File: src/rtl/dac1411_tx_pkg.sv
// Shared constants for the DAC transmit path: IAGC status codes and the
// state encoding of the transmit sequencer.
package dac1411_tx_pkg;

  localparam logic [3:0] IAGC_STATUS_RESET  = 4'h0;
  localparam logic [3:0] IAGC_STATUS_SAMPLE = 4'h3;

  typedef enum logic [1:0] {
    ST_INIT = 2'd0,
    ST_IDLE = 2'd1,
    ST_RUN  = 2'd2
  } dac_state_t;

endpackage

File: src/rtl/dac1411_tx_sync_fifo.sv
// First-word-fall-through synchronous FIFO holding packed sample pairs.
// rd_data always shows the oldest entry; pop simply advances past it.
module sync_fifo #(
  parameter int WIDTH = 28,
  parameter int DEPTH = 8
) (
  input  logic                     clock,
  input  logic                     reset,
  input  logic                     push,
  input  logic                     pop,
  input  logic [WIDTH-1:0]         wr_data,
  output logic [WIDTH-1:0]         rd_data,
  output logic [$clog2(DEPTH):0]   count,
  output logic                     full,
  output logic                     empty
);

  localparam int PTR_W = $clog2(DEPTH);
  localparam logic [PTR_W:0] COUNT_FULL = (PTR_W+1)'(DEPTH);
  localparam logic [PTR_W:0] COUNT_ONE  = (PTR_W+1)'(1);
  localparam logic [PTR_W-1:0] PTR_ONE  = PTR_W'(1);

  logic [WIDTH-1:0] mem [DEPTH];
  logic [PTR_W-1:0] wr_ptr;
  logic [PTR_W-1:0] rd_ptr;
  logic [PTR_W:0]   count_q;
  logic             do_push;
  logic             do_pop;

  assign full    = (count_q == COUNT_FULL);
  assign empty   = (count_q == '0);
  assign count   = count_q;
  assign rd_data = mem[rd_ptr];
  assign do_push = push && !full;
  assign do_pop  = pop && !empty;

  // Pointer and occupancy bookkeeping; pointers wrap naturally since DEPTH is a power of two.
  always_ff @(posedge clock) begin
    if (reset) begin
      wr_ptr  <= '0;
      rd_ptr  <= '0;
      count_q <= '0;
    end else begin
      if (do_push) wr_ptr <= wr_ptr + PTR_ONE;
      if (do_pop)  rd_ptr <= rd_ptr + PTR_ONE;
      case ({do_push, do_pop})
        2'b10:   count_q <= count_q + COUNT_ONE;
        2'b01:   count_q <= count_q - COUNT_ONE;
        default: count_q <= count_q;
      endcase
    end
  end

  // Storage array; contents need no reset because occupancy gates every read.
  always_ff @(posedge clock) begin
    if (do_push) mem[wr_ptr] <= wr_data;
  end

endmodule

File: src/rtl/dac1411_tx.sv
// Transmit path to the two-channel 14-bit DAC: buffers signed sample pairs,
// sequences the DAC power-up reset, and streams ch1/ch2 words at a
// programmable period while the IAGC core reports SAMPLE.
module dac1411_tx
  import dac1411_tx_pkg::*;
#(
  parameter int DATA_SIZE        = 14,
  parameter int IAGC_STATUS_SIZE = 4,
  parameter int FIFO_DEPTH       = 8,
  parameter int RATE_DIV_SIZE    = 16,
  parameter int INIT_CYCLES      = 1000
) (
  input  logic                          i_sys_clock,
  input  logic                          i_reset,
  input  logic [IAGC_STATUS_SIZE-1:0]   i_iagc_status,
  input  logic [RATE_DIV_SIZE-1:0]      i_rate_div,
  input  logic [DATA_SIZE-1:0]          i_sample_ch1,
  input  logic [DATA_SIZE-1:0]          i_sample_ch2,
  input  logic                          i_sample_valid,
  output logic                          o_sample_ready,
  output logic [DATA_SIZE-1:0]          o_dac_data,
  output logic                          o_dac_sel,
  output logic                          o_dac_wrt,
  output logic                          o_dac_rst,
  output logic                          o_dac_init_done,
  output logic                          o_underflow,
  output logic [$clog2(FIFO_DEPTH):0]   o_fifo_level
);

  localparam int INIT_W = (INIT_CYCLES > 1) ? $clog2(INIT_CYCLES) : 1;
  localparam logic [INIT_W-1:0] INIT_LAST = INIT_W'(INIT_CYCLES - 1);
  localparam logic [INIT_W-1:0] INIT_ONE  = INIT_W'(1);
  localparam logic [RATE_DIV_SIZE:0] CNT_ONE = (RATE_DIV_SIZE+1)'(1);
  localparam logic [DATA_SIZE-1:0] MIDSCALE = {1'b1, {(DATA_SIZE-1){1'b0}}};
  localparam logic [IAGC_STATUS_SIZE-1:0] STATUS_RESET  = IAGC_STATUS_SIZE'(IAGC_STATUS_RESET);
  localparam logic [IAGC_STATUS_SIZE-1:0] STATUS_SAMPLE = IAGC_STATUS_SIZE'(IAGC_STATUS_SAMPLE);

  dac_state_t                state;
  logic [INIT_W-1:0]         init_cnt;
  logic [RATE_DIV_SIZE:0]    cnt;
  logic [RATE_DIV_SIZE-1:0]  rate_div_q;
  logic [RATE_DIV_SIZE:0]    period_last;
  logic [2*DATA_SIZE-1:0]    last_pair;
  logic [2*DATA_SIZE-1:0]    fifo_rd;
  logic                      fifo_full;
  logic                      fifo_empty;
  logic                      soft_reset;
  logic                      sampling;
  logic                      push;
  logic                      pop;

  assign soft_reset  = (i_iagc_status == STATUS_RESET);
  assign sampling    = (i_iagc_status == STATUS_SAMPLE);
  assign period_last = {1'b0, rate_div_q} + CNT_ONE;
  assign push        = i_sample_valid && !fifo_full && (state != ST_INIT);
  assign pop         = (state == ST_RUN) && (cnt == '0) && !fifo_empty && !soft_reset && !i_reset;

  assign o_sample_ready = !fifo_full;

  sync_fifo #(
    .WIDTH (2*DATA_SIZE),
    .DEPTH (FIFO_DEPTH)
  ) u_fifo (
    .clock   (i_sys_clock),
    .reset   (i_reset),
    .push    (push),
    .pop     (pop),
    .wr_data ({i_sample_ch1, i_sample_ch2}),
    .rd_data (fifo_rd),
    .count   (o_fifo_level),
    .full    (fifo_full),
    .empty   (fifo_empty)
  );

  // Sequencer: DAC reset hold, idle midscale, and the per-period ch1/ch2 write pattern.
  always_ff @(posedge i_sys_clock) begin
    if (i_reset || soft_reset) begin
      state           <= ST_INIT;
      init_cnt        <= '0;
      cnt             <= '0;
      rate_div_q      <= '0;
      last_pair       <= '0;
      o_dac_data      <= MIDSCALE;
      o_dac_sel       <= 1'b0;
      o_dac_wrt       <= 1'b0;
      o_dac_rst       <= 1'b1;
      o_dac_init_done <= 1'b0;
      o_underflow     <= 1'b0;
    end else begin
      case (state)
        ST_INIT: begin
          o_dac_wrt <= 1'b0;
          if (init_cnt == INIT_LAST) begin
            state           <= ST_IDLE;
            o_dac_rst       <= 1'b0;
            o_dac_init_done <= 1'b1;
          end else begin
            init_cnt <= init_cnt + INIT_ONE;
          end
        end
        ST_IDLE: begin
          o_dac_data <= MIDSCALE;
          o_dac_sel  <= 1'b0;
          o_dac_wrt  <= 1'b0;
          if (sampling) begin
            state       <= ST_RUN;
            cnt         <= '0;
            o_underflow <= 1'b0;
          end
        end
        ST_RUN: begin
          if (cnt == '0) begin
            rate_div_q <= i_rate_div;
            cnt        <= CNT_ONE;
            o_dac_sel  <= 1'b0;
            o_dac_wrt  <= 1'b1;
            if (!fifo_empty) begin
              last_pair  <= fifo_rd;
              o_dac_data <= fifo_rd[2*DATA_SIZE-1 -: DATA_SIZE] ^ MIDSCALE;
            end else begin
              o_dac_data  <= last_pair[2*DATA_SIZE-1 -: DATA_SIZE] ^ MIDSCALE;
              o_underflow <= 1'b1;
            end
          end else begin
            if (cnt == CNT_ONE) begin
              o_dac_data <= last_pair[DATA_SIZE-1:0] ^ MIDSCALE;
              o_dac_sel  <= 1'b1;
              o_dac_wrt  <= 1'b1;
            end else begin
              o_dac_wrt <= 1'b0;
            end
            if (!sampling) begin
              state <= ST_IDLE;
            end else if (cnt == period_last) begin
              cnt <= '0;
            end else begin
              cnt <= cnt + CNT_ONE;
            end
          end
        end
        default: state <= ST_INIT;
      endcase
    end
  end

endmodule
File: config.mk
export PLATFORM = sky130hd
export DESIGN_NAME = dac1411_tx
export DESIGN_NICKNAME = d
export VERILOG_FILES = /design/src/rtl/dac1411_tx_pkg.sv /design/src/rtl/dac1411_tx_sync_fifo.sv /design/src/rtl/dac1411_tx.sv
export SDC_FILE = /design/constraint.sdc
export NUM_CORES = 1
export LEC_CHECK = 0
export CORE_UTILIZATION = 64
export DETAILED_ROUTE_END_ITERATION = 8
export PLACE_DENSITY = 0.84
export SYNTH_ARGS = -nofsm -noshare
export SYNTH_HDL_FRONTEND = slang
export SYNTH_SLANG_ARGS = --single-unit
File: constraint.sdc
create_clock -name i_sys_clock -period 6.8 [get_ports i_sys_clock]
set_input_delay 2.04 -clock i_sys_clock [delete_from_list [all_inputs] [get_ports i_sys_clock]]
set_output_delay 2.04 -clock i_sys_clock [all_outputs]
set_load 0.02 [all_outputs]
==> results.txt, run 1 <==
For the final database, setup skew stands at 0.0232 ns. In the final design database the tool counted 1116 nets. The number of nets handed over by synthesis was 1065. The analysis attributes to cell leakage a power of 4.86 nW. Width of the die: 148 um. TritonCTS built the clock tree.

The final hold violation count is 0. Data required time of the critical path: 7.23 ns. Summed over all layers, the global routing overflow is 0.

CTS placed an instance of sky130_fd_sc_hd__clkbuf_16 at the clock tree root. Setup repair after global routing left no endpoint under its margin. The post-synthesis average cell area is 13.7 um2, and the arrival time of data at the critical path endpoint is 4.77 ns. For this run, design rule violations remaining after detail routing come to 0.

The logs give 21000 um2 for the area inside the core boundary and 43.9 mm for the wire length of the first global-routing pass. For the final routed database, the setup TNS stands at 0 ns. The average via count per standard cell works out to 6.25.

Hold repair after CTS inserted 0 buffers. For the total via count in the routed design, the log shows 8441. The startpoint identified for the worst hold timing path is o_dac_wrt$_SDFFE_PP0P_.

The area of all sequential standard cells came out at 8830 um2. By area the synthesized netlist is led by sky130_fd_sc_hd__edfxtp_1 (49%), sky130_fd_sc_hd__dfxtp_1 (15%), sky130_fd_sc_hd__mux4_2 (9.2%). The logs give 21900 um2 for the overall die area and 0 for the residual antenna-violating net count after detailed routing. The sequential-to-total area share from yosys stat is 0.647, and the worst-path maximum fanout is 13.

Synthesis produced a netlist whose cell count is 1000. The fraction of final layout cells sized beyond drive strength 1 is 0.125, and the initial antenna violation count is 0. The actual slew at the worst max-slew pin was 1.20 ns; the height of the chip was 148 um. The run gives 0 as the number of max-slew violations in the final report.

For the finished layout, the period the worst path requires is 4.35 ns. In this run the number of H-tree levels came out at 2. The total number of clock tree sinks was 329; the reg2reg setup slack was 3.42 ns. The initial core utilization was 0.651; the number of cells on the worst reg-to-reg path was 11.

The fraction of registers with async set or reset after synthesis is 0. The run finished with clean final reports. Compared with the post-synthesis result, the final layout area differs by 14.6%. The synthesized netlist occupies a cell area of 13700 um2. The via count of the first global-routing pass was 8304.

Routability-driven placement congestion ratio: 0.881. The run gives 0.265 as the total track usage. The pre-antenna-repair detailed-routing pass consisted of 5 iterations.

The number of library cell types mapped by synthesis is 60. 0 antenna diodes ended up in the layout. The portion of synthesized cell area occupied by the leading cell type works out to 0.493.

Post-CTS setup buffer count: 0. For the final wirelength, the log shows 28.5 mm. For the number of buffers on the longest clock path, the log shows 3. The upper clock frequency limit is 230 MHz. The logs give 4560 um2 for the area taken by multi-input logic gates and 0 for the max-cap check violation count.

In this run, synthesis produced a sequential element count of 329. After detailed routing, the average wire length per cell comes to 21.1 um. Input and output buffers added on the ports amount to 74. In this run, post-CTS repair resized a total of 0 instances.

Detailed placement finished with a half-perimeter wire length of 16.9 mm. The tools report the nature of the critical path endpoint as a flop. The worst setup path is launched from an input pin. Pin placement for this block handled 75 I/O pins. After clock tree synthesis, the clock-pin slew on the worst setup and hold paths is 0.06 ns. In this run the worst hold path is classified as reg2reg. The period utilization came out at 0.639. For this block, the initial DRC count from the detailed router was 603. The filler cells instantiated in the layout total 1292. Entering global routing, the biggest net connects 77 pins. IR analysis of the VDD net gives a maximum drop of 0.262 mV. The power per cell area is 265 nW/um2. The worst setup path is of the in2reg kind. Launch point of the worst reg-to-reg path: cnt[4]$_SDFFE_PP0P_.

The relative slew slack is 0.199. TritonCTS created 34 clock buffers. The cell depth of the worst hold path is 2.

The initialized floorplan defines 53 standard-cell rows. The logs give 0.52 ns for the source-to-sink clock delay at the later pin of the worst-skew pair and 4.14 mW for the total power consumption of the routed design. Number of flops mapped to enable cells by yosys: 224. Tracing the worst setup path back leads to its startpoint at i_reset.

The flip-flop cell with the highest count after synthesis was sky130_fd_sc_hd__edfxtp_1. For this run, the number of Yosys warnings is 0. Number of setup violations in the final report: 0. Cell taking the most area after synthesis: sky130_fd_sc_hd__edfxtp_1.
==> worst max-delay path: stages <==
cell and delay (ns):
sky130_fd_sc_hd__clkdlybuf4s50_1 0.67, sky130_fd_sc_hd__a21o_2 0.34, sky130_fd_sc_hd__nor3_2 0.39, sky130_fd_sc_hd__ha_1 0.32
sky130_fd_sc_hd__xor2_1 0.18, sky130_fd_sc_hd__ha_1 0.16, sky130_fd_sc_hd__a21oi_1 0.05, sky130_fd_sc_hd__xor2_1 0.17
sky130_fd_sc_hd__or3_1 0.31, sky130_fd_sc_hd__a21oi_1 0.14
==> state kept, by name, summed over array words and instances (netlist names), named ones only <==
register         count
u_fifo.wr_ptr        3
u_fifo.mem         224
u_fifo.count         4
init_cnt            10
state                2
o_dac_init_done      1
cnt                 17
o_underflow          1
o_dac_data          14
u_fifo.rd_ptr        3
o_dac_wrt            1
rate_div_q          16
o_dac_sel            1
last_pair           28
o_dac_rst            1
==> path summary, 6_finish.rpt <==
path                                                     end
worst min register to register        o_dac_wrt$_SDFFE_PP0P_
worst min-delay path                  o_dac_wrt$_SDFFE_PP0P_
worst max-delay path            u_fifo.count[2]$_SDFFE_PP0P_
worst max register to register  u_fifo.count[2]$_SDFFE_PP0P_
==> report_power, final <==
group / switching, mW / leakage, nW / total, mW / internal (mW)
sequential: 0.0132 / 2.86 / 2.17 / 2.15
combinational: 0.111 / 1.48 / 0.178 / 0.0677
clock: 0.751 / 0.523 / 1.80 / 1.05
==> synthesized netlist by cell type, drive strengths merged (13+ instances only) <==
| cell type | count |
|---|---|
| a21oi | 46 |
| mux4 | 56 |
| a22oi | 13 |
| xnor2 | 20 |
| nand3 | 21 |
| o21ai | 32 |
| nand4 | 17 |
| clkbuf | 35 |
| nor2 | 101 |
| buf | 31 |
| mux2i | 31 |
| dfxtp | 105 |
| a211oi | 30 |
| edfxtp | 224 |
| and3 | 13 |
| ha | 14 |
| xor2 | 17 |
| nand2 | 103 |
==> cell usage in the layout (no fill, tap or decap), types with 10 or more instances in the layout <==
| cell type | n |
|---|---|
| sky130_fd_sc_hd__edfxtp_1 | 224 |
| sky130_fd_sc_hd__nand2_1 | 103 |
| sky130_fd_sc_hd__dfxtp_1 | 102 |
| sky130_fd_sc_hd__nor2_1 | 94 |
| sky130_fd_sc_hd__clkdlybuf4s50_1 | 74 |
| sky130_fd_sc_hd__mux4_2 | 56 |
| sky130_fd_sc_hd__a21oi_1 | 45 |
| sky130_fd_sc_hd__clkbuf_16 | 35 |
| sky130_fd_sc_hd__mux2i_1 | 31 |
| sky130_fd_sc_hd__a211oi_1 | 30 |
| sky130_fd_sc_hd__xnor2_1 | 20 |
| sky130_fd_sc_hd__o21ai_0 | 20 |
| sky130_fd_sc_hd__nand3_1 | 19 |
| sky130_fd_sc_hd__xor2_1 | 17 |
| sky130_fd_sc_hd__nand4_1 | 16 |
| sky130_fd_sc_hd__ha_1 | 14 |
| sky130_fd_sc_hd__and3_1 | 13 |
| sky130_fd_sc_hd__a22oi_1 | 13 |
| sky130_fd_sc_hd__o21ai_1 | 12 |
| sky130_fd_sc_hd__clkbuf_1 | 11 |
| sky130_fd_sc_hd__inv_1 | 10 |
==> through the flow <==
stage | instances | setup slack [ns] | area, um2 | util | hold slack (ns)
final | 1351 | 2.45 | 15600 | 0.746 | 0.451
after global routing | 1351 | 2.25 | 15600 | 0.746 | 0.481
after CTS | 1351 | 2.45 | 15600 | 0.746 | 0.456
after detailed placement | 1290 | 1.95 | 14600 | 0.695 | 0.449
after global placement | 1290 | 2.01 | 14600 | 0.695 | 0.434
after floorplan | 1000 | 2.02 | 13700 | - | 0.458
==> routing by layer <==
layer / global-route usage / routed length (um) / part of all wire
met3: 0.0401 / 1820 / 0.064
met5: 0 / 0 / 0
met1: 0.331 / 11100 / 0.39
met4: 0.113 / 1070 / 0.037
met2: 0.462 / 14500 / 0.51
==> cell type report <==
class,instances,area share
clock buffers,47,0.0595
clock inverters,14,0.00928
inverters,10,0.00240
multi-input cells,595,0.291
flip-flops and latches,329,0.565
well taps,275,0.0220
repair buffers,81,0.0507
==> logic make-up (layout without fill, tap and decap cells) <==
group / after synthesis / after routing / synth area share
and+or+nand+nor: 306 / 306 / 0.105
DFF: 329 / 329 / 0.647
AOI/OAI and AO/OA: 151 / 151 / 0.0720
muxes: 87 / 87 / 0.115
xor gates and xnor gates: 37 / 37 / 0.0237
buffers and inverters: 76 / 152 / 0.0248
adders and majority gates: 14 / 14 / 0.0128
No activity file was read; power rests on OpenSTA's default activity.
==> run 2: changes to the inputs <==
--- a/config.mk
+++ b/config.mk
@@ -5,9 +5,9 @@
 export SDC_FILE = /design/constraint.sdc
 export NUM_CORES = 1
 export LEC_CHECK = 0
-export CORE_UTILIZATION = 64
+export CORE_UTILIZATION = 60
 export DETAILED_ROUTE_END_ITERATION = 8
-export PLACE_DENSITY = 0.84
+export PLACE_DENSITY = 0.8
 export SYNTH_ARGS = -nofsm -noshare
 export SYNTH_HDL_FRONTEND = slang
 export SYNTH_SLANG_ARGS = --single-unit
==> constraint.sdc (replaced) <==
create_clock -name i_sys_clock -period 4.43 [get_ports i_sys_clock]
set_input_delay 1.329 -clock i_sys_clock [delete_from_list [all_inputs] [get_ports i_sys_clock]]
set_output_delay 1.329 -clock i_sys_clock [all_outputs]
set_load 0.02 [all_outputs]
==> run 2 against run 1 <==
Net effect:
- sequential cell count is the same
- combinational power grew 57%
- register-to-register slack lost 2.3 ns
- routed wire length shrank 2.4%
- worst hold slack lost 0.0013 ns
- clock-buffer cell count grew 2
- critical path type is now reg2reg
- largest power group unchanged
==> results.txt, run 2 (same netlist as run 1, synthesis figures left out) <==
The routed design has 27.8 mm of wire. The worst ir drop on vdd is 0.363 mV. The count of buffering cells on the critical path with inverters included is 0, and the number of nets in the layout is 1126. The power per cell area came out at 400 nW/um2. The relative slew slack is 0.289, and the final core area utilization is 0.710. The library cells used most frequently in the layout, excluding fill and tap cells, are sky130_fd_sc_hd__edfxtp_1 (224), sky130_fd_sc_hd__nand2_1 (103), sky130_fd_sc_hd__dfxtp_1 (102).

The initial antenna violation count is 0, and the layout overhead on the synthesized area is 14.9%. From left edge to right edge, the die measures 153 um. For hold timing, the worst endpoint is o_dac_rst$_SDFFE_PP1P_. The number of antenna diodes in the final layout is 0. Of all nets on the critical path, the largest fanout is 18. The tools report the number of buffers on the longest clock path as 3. The routed length on met2 is 14.2 mm. The tools report the number of max-slew violations in the final report as 0. Clock tree synthesis selected as its root buffer the cell sky130_fd_sc_hd__clkbuf_16. For the initial core utilization, the log shows 0.618. The flow ran to the end, and the final reports show no timing, DRC or antenna violations. The number of cells on the worst reg-to-reg path is 11.

Register ranked first by flip-flop count: u_fifo.mem. The height of the chip came out at 153 um. For this design, the CTS-stage hold fixing added 0 buffers. In this run, CTS created clock tree buffers numbering 31. The period utilization was 0.757. The class of the tightest hold or removal check was reg2reg. The logs give 16.9 mm for the detailed-placement wirelength estimate and 658 for the starting DRC count in detailed routing. Among cell families on the critical path, the largest total delay comes from simple AND/OR/NAND/NOR gates. Setup violations remaining at the end of the flow were counted as 0. The critical path goes through nor4_1, and4_1, nand3_2, nor3_2, ha_1, xor2_1, ha_1, a21oi_1, xor2_1, or3_1, a21oi_1. Global routing finished with a remaining overflow of 0.

The critical path in this run is classified as reg2reg. The tools report the reg2reg setup slack as 1.08 ns. At the later pin of the worst-skew pair, clock insertion delay measures 0.58 ns.

The endpoint identified for the worst register-to-register timing path is u_fifo.count[2]$_SDFFE_PP0P_. The routability-driven placement congestion ratio is 0.878. Clock-pin slew was measured on the worst setup and hold paths at 0.06 ns.

The logs give 1.54 mm for the met3 wire length and 11.4 mm for the routed length on met1. The overall die area is 23400 um2. The first global-routing pass estimated 44.6 mm of wire.

The actual slew at the worst max-slew pin is 1.06 ns. In the final layout, the registers with the most flip-flops are u_fifo.mem x224, last_pair x28, cnt x17. After detailed routing, the average wire length per cell comes to 20.4 um.

The final hold violation count came out at 0. The library cell used most frequently in the layout, excluding fill and tap cells, is sky130_fd_sc_hd__edfxtp_1. The fraction of final layout cells sized beyond drive strength 1 was 0.136.

The tools report the hold path startpoint as o_dac_rst$_SDFFE_PP1P_. The layout has 1410 filler cells. The largest stage delay on the critical path works out to 0.48 ns. The quantity of gates resized following cts was 0; the area inside the core boundary was 22100 um2. STA classifies the critical path endpoint as a flop. For the via count of the first global-routing pass, the log shows 8420. The run gives 75 as the I/O pin count.

Based on the critical path, the design can be clocked at up to 298 MHz. The total number of clock tree sinks was 329. For this design, the slowest cell found on the critical path is sky130_fd_sc_hd__nor3_2. TritonCTS built the clock tree. The register with the most flip-flops in the layout has 224 of them. In this run the post-CTS setup repair buffer count came out at 0. For the worst setup path, the data required time is 4.92 ns. The total via count in the routed design was 8374. Adding up every negative setup slack in the final design gives 0 ns. Total power for the finished layout comes to 6.27 mW.

Row generation in the floorplan step produced 54 rows. The tool flagged a number of max-cap violations equal to 0. Dividing the detail-routed via count by the number of cells gives 6.13.

The maximum level of the CTS H-tree was 1. Setup repair after global routing left no endpoint under its margin. Entering global routing, the biggest net connects 77 pins. The run gives 0.0250 ns as the largest clock skew in the final design. The first-pass iteration count of the detailed router was 5. After detailed routing, no signal wire sits above met4. The tools report the launching element type of the critical path as a flop. Buffers placed on the I/O ports in this run total 74.

The count of nets left with antenna violations once routing finished came out at 0. The cell depth of the worst hold path came out at 2. Total track usage: 0.245. After detailed routing, the number of remaining DRC violations is 0. For the worst setup path, the data arrival time is 3.84 ns. Launch point of the worst reg-to-reg path: cnt[4]$_SDFFE_PP0P_.

The leakage power summed over all cells was 4.92 nW. Time the worst path needs with I/O delays and setup: 3.35 ns.
## run 2: changes by cell type in the layout (fill, tap and decap cells not counted), moves of 3 or more
| cell | change |
|---|---|
| sky130_fd_sc_hd__buf_4 | +13 |
| sky130_fd_sc_hd__clkbuf_8 | +5 |
| sky130_fd_sc_hd__clkbuf_16 | -3 |
| sky130_fd_sc_hd__clkinv_1 | -3 |
| sky130_fd_sc_hd__nor2_2 | +3 |
| sky130_fd_sc_hd__nor2_4 | -3 |
## run 2: worst reg2reg max path, cell delays in order, from the launching register on
cell and delay, ns:
sky130_fd_sc_hd__dfxtp_1 0.38, sky130_fd_sc_hd__nor4_1 0.31, sky130_fd_sc_hd__and4_1 0.40, sky130_fd_sc_hd__nand3_2 0.40
sky130_fd_sc_hd__nor3_2 0.48, sky130_fd_sc_hd__ha_1 0.33, sky130_fd_sc_hd__xor2_1 0.18, sky130_fd_sc_hd__ha_1 0.16
sky130_fd_sc_hd__a21oi_1 0.05, sky130_fd_sc_hd__xor2_1 0.16, sky130_fd_sc_hd__or3_1 0.31, sky130_fd_sc_hd__a21oi_1 0.13
## run 2: layer usage
layer / vias up / global-route usage
li1: 3908 / -
met1: 4138 / 0.319
met2: 268 / 0.428
met3: 60 / 0.0320
met4: 0 / 0.0827
met5: - / 0
## run 2: worst max-delay path by stage
stage,start,end,slack (ns),depth (start not counted)
floorplan,i_sample_valid,u_fifo.mem[0][0]$_DFFE_PP_,0.36,3
global placement,i_iagc_status[0],u_fifo.count[2]$_SDFFE_PP0P_,0.58,11
detailed placement,i_iagc_status[0],u_fifo.count[2]$_SDFFE_PP0P_,0.52,11
CTS,cnt[4]$_SDFFE_PP0P_,u_fifo.count[2]$_SDFFE_PP0P_,1.07,11
global route,cnt[4]$_SDFFE_PP0P_,u_fifo.count[2]$_SDFFE_PP0P_,0.81,11
finish,cnt[4]$_SDFFE_PP0P_,u_fifo.count[2]$_SDFFE_PP0P_,1.08,11
## run 2: per-stage QoR
stage / std cells / hold WS [ns] / setup WS (ns) / area (um2)
2_1_floorplan: 1000 / 0.458 / 0.358 / 13700
4_1_cts: 1366 / 0.452 / 1.07 / 15700
3_3_place_gp: 1308 / 0.441 / 0.581 / 14700
5_1_grt: 1366 / 0.502 / 0.808 / 15700
3_5_place_dp: 1308 / 0.444 / 0.520 / 14700
6_report: 1366 / 0.450 / 1.08 / 15700
## run 2: power by group
| group | internal (mW) | switching [mW] | leakage, nW |
|---|---|---|---|
| Combinational | 0.109 | 0.172 | 1.55 |
| Clock | 1.55 | 1.11 | 0.510 |
| Sequential | 3.31 | 0.0196 | 2.86 |
## run 2: cell type report
cell class	instances	area, um2	area share
inverters	10	37.5	0.00239
clock buffers	49	925	0.0589
clock inverters	9	109	0.00694
well taps	280	350	0.0223
flip-flops and latches	329	8830	0.563
multi-input cells	595	4540	0.289
repair buffers	94	891	0.0568
==> run 3: changes to the inputs <==
--- a/config.mk
+++ b/config.mk
@@ -5,9 +5,9 @@
 export SDC_FILE = /design/constraint.sdc
 export NUM_CORES = 1
 export LEC_CHECK = 0
-export CORE_UTILIZATION = 60
+export CORE_UTILIZATION = 54
 export DETAILED_ROUTE_END_ITERATION = 8
-export PLACE_DENSITY = 0.8
+export PLACE_DENSITY = 0.76
 export SYNTH_ARGS = -nofsm -noshare
 export SYNTH_HDL_FRONTEND = slang
 export SYNTH_SLANG_ARGS = --single-unit
==> constraint.sdc (replaced) <==
create_clock -name i_sys_clock -period 2.9 [get_ports i_sys_clock]
set_input_delay 0.87 -clock i_sys_clock [delete_from_list [all_inputs] [get_ports i_sys_clock]]
set_output_delay 0.87 -clock i_sys_clock [all_outputs]
set_load 0.02 [all_outputs]
==> run 3 against run 2 <==
Net effect:
- routed wire length up 4.3%
- highest routed layer unchanged
- global-route usage down 1.3 points
- critical endpoint is now o_sample_ready
- worst setup slack worse by 0.88 ns
- cell area up 4.0%
- sequential cell count unchanged
- via count up 1.1%
- combinational power up 63%
- largest cell class unchanged
- sequential share of layout area down 2.2 points
==> results.txt, run 3 (same netlist as run 1, synthesis figures left out) <==
The run finished with clean final reports. The via count of the first global-routing pass came out at 8522. The worst-path maximum fanout came out at 9. The worst path needs 2.71 ns of the cycle, external delays included. The pre-antenna-repair detailed-routing pass consisted of 5 iterations. The overall die area is 25900 um2. Setup repair after global routing left no endpoint under its margin.

For this design, the CTS-stage hold fixing added 0 buffers. For the final hold violation count, the log shows 0. TritonCTS built the clock tree. The logs give 5.17 nW for the leakage power summed over all cells and 29.0 mm for the final wirelength. After detailed routing, the average wire length per cell comes to 20.1 um.

The repair_antennas step left the layout with diodes totalling 0. Entering global routing, the biggest net connects 77 pins. The congestion estimate from routability-driven global placement came to 0.818. In this run the remaining antenna-violating nets after routing total 0.

The fraction of final layout cells sized beyond drive strength 1 is 0.163. The library cell used most frequently in the layout, excluding fill and tap cells, is sky130_fd_sc_hd__edfxtp_1. The height of the chip is 161 um.

The tools report the number of nets in the layout as 1163. The first global-routing pass estimated 46.0 mm of wire. Final hold analysis gives a worst-case slack of 0.454 ns. In the layout the commonest cells are sky130_fd_sc_hd__edfxtp_1 (224), sky130_fd_sc_hd__nand2_1 (103), sky130_fd_sc_hd__dfxtp_1 (102).

The logs give 2.03 ns for the data required time of the critical path and 8462 for the total via count in the routed design. Reg2reg setup slack: 0.28 ns. STA classifies the critical path endpoint as an output pin. CTS saw 329 sinks.

Data on the critical path arrives at its endpoint at 1.84 ns. The number of setup violations in the final report is 0. For the relative slew slack, the log shows 0.459. The clock root buffer was sky130_fd_sc_hd__clkbuf_16. Port buffering added 74 buffers. The area growth from synthesis to layout is 19.5%. The initial core utilization came out at 0.556. Across all setup checks in the final design, the least slack found is 0.194 ns.

After clock tree synthesis, the clock-pin slew on the worst setup and hold paths is 0.06 ns. The worst slack at placement is -0.312 ns. In this run the worst setup path begins at u_fifo.count[1]$_SDFFE_PP0P_.

No sink is reached through more buffers than the 3 on the longest clock path. The signal on the critical path passes through nor3_1, nand2_1, clkdlybuf4s50_1. The tools report the capture point of the worst reg-to-reg path as cnt[0]$_SDFFE_PP0P_. The number of buffers added by the clock tree synthesis step came out at 34.

Counting cells, the worst reg-to-reg path comes to 9. Largest stage delay on the critical path: 0.60 ns. The die is 161 um wide. The destination of the critical timing path was o_sample_ready.

Total track usage: 0.232. At the pin with the least slew margin, the transition time is 0.812 ns. After floorplanning, the core was sized to cover 24500 um2. The I/O pin count was 75; the flip-flop count of the largest register after layout was 224. Dividing total power by cell area gives a power density of 614 nW/um2. Class of the tightest hold or removal check: reg2reg. The initial antenna violation count was 0. The register ranked first by flip-flop count was u_fifo.mem. The worst ir drop on vdd is 0.513 mV.

The post-CTS setup buffer count was 0; the quantity of gates resized following cts was 0. After legalization and detailed placement, the total HPWL measured 18.8 mm. The critical path class is reg2out. The tools report the launching element type of the critical path as a flop. The largest registers in the layout are u_fifo.mem x224, last_pair x28, cnt x17.

In this run the number of H-tree levels came out at 2. The run gives 0 as the number of max-slew violations in the final report. The starting DRC count in detailed routing is 653, and the total congestion overflow after global routing is 0. The tools report the launch point of the worst reg-to-reg path as rate_div_q[0]$_SDFFE_PP0N_.

The period utilization was 0.933. The run gives 0.52 ns as the source-to-sink clock delay at the later pin of the worst-skew pair. The run gives 370 MHz as the upper clock frequency limit.

Worst-path cell with the longest stage delay: sky130_fd_sc_hd__clkdlybuf4s50_1. Fill cells in the final layout number 1719. The detailed-route DRC error count came out at 0. The max-cap check violation count was 0. The logs give 0.0170 ns for the largest clock skew in the final design and 10.0 mW for the total power consumption of the routed design. After floorplanning, the core was divided into 57 placement rows. After detailed routing, the number of vias per cell comes to 5.85.
[run 3: cell types whose count changed in the layout (fill, tap and decap cells not counted), moves of 4 or more]
cell	delta
sky130_fd_sc_hd__bufinv_16	+4
sky130_fd_sc_hd__buf_12	+15
sky130_fd_sc_hd__clkinv_1	+5
sky130_fd_sc_hd__clkbuf_1	-4
sky130_fd_sc_hd__buf_4	+19
sky130_fd_sc_hd__clkbuf_8	-6
[run 3: area by class of cell]
class                           count  area (um2)  area share
Inverter                           10        37.5     0.00230
Sequential cell                   329        8830       0.542
Clock buffer                       41         877      0.0538
Timing Repair Buffer              128        1330      0.0818
Tap cell                          324         405      0.0249
Multi-Input combinational cell    595        4560       0.279
Clock inverter                     19         267      0.0163
[run 3: worst max-delay path, delay by kind of cell, from the launching register on]
| family | cells | cell delay, ns |
|---|---|---|
| AND/OR/NAND/NOR | 2 | 0.18 |
| flip-flops | 1 | 0.54 |
| buffers and inverters | 1 | 0.60 |
[run 3: layer usage]
layer,vias up,track usage,routed length (um)
met5,-,0,0
met4,0,0.0755,753
met3,52,0.0357,1460
met2,285,0.402,14900
met1,4151,0.300,11900
li1,3974,-,-
[run 3: where the power goes]
part | internal (mW) | switching [mW] | total (mW)
clock network | 2.71 | 1.77 | 4.49
registers | 5.05 | 0.0307 | 5.08
logic | 0.189 | 0.268 | 0.457
total | 7.95 | 2.07 | 10.0
[run 3: worst min path at each step]
stage / start / endpoint / slack (ns) / cells after the start
floorplan: u_fifo.rd_ptr[1]$_SDFFE_PP0P_ / flop / 0.46 / 2
global placement: o_dac_rst$_SDFFE_PP1P_ / o_dac_rst$_SDFFE_PP1P_ / 0.44 / 2
detailed placement: o_dac_rst$_SDFFE_PP1P_ / o_dac_rst$_SDFFE_PP1P_ / 0.45 / 2
CTS: o_dac_rst$_SDFFE_PP1P_ / o_dac_rst$_SDFFE_PP1P_ / 0.46 / 2
global route: o_dac_wrt$_SDFFE_PP0P_ / o_dac_wrt$_SDFFE_PP0P_ / 0.50 / 2
finish: o_dac_rst$_SDFFE_PP1P_ / o_dac_rst$_SDFFE_PP1P_ / 0.45 / 2
[run 3: through the flow]
stage	cells	util	TNS (ns)	instance area [um2]
finish	1446	0.665	0	16300
global placement	1386	0.618	-0.344	15200
global route	1446	0.665	0	16300
floorplan	1000	-	-13.51	13700
CTS	1446	0.665	0	16300
detailed placement	1386	0.618	-0.568	15200
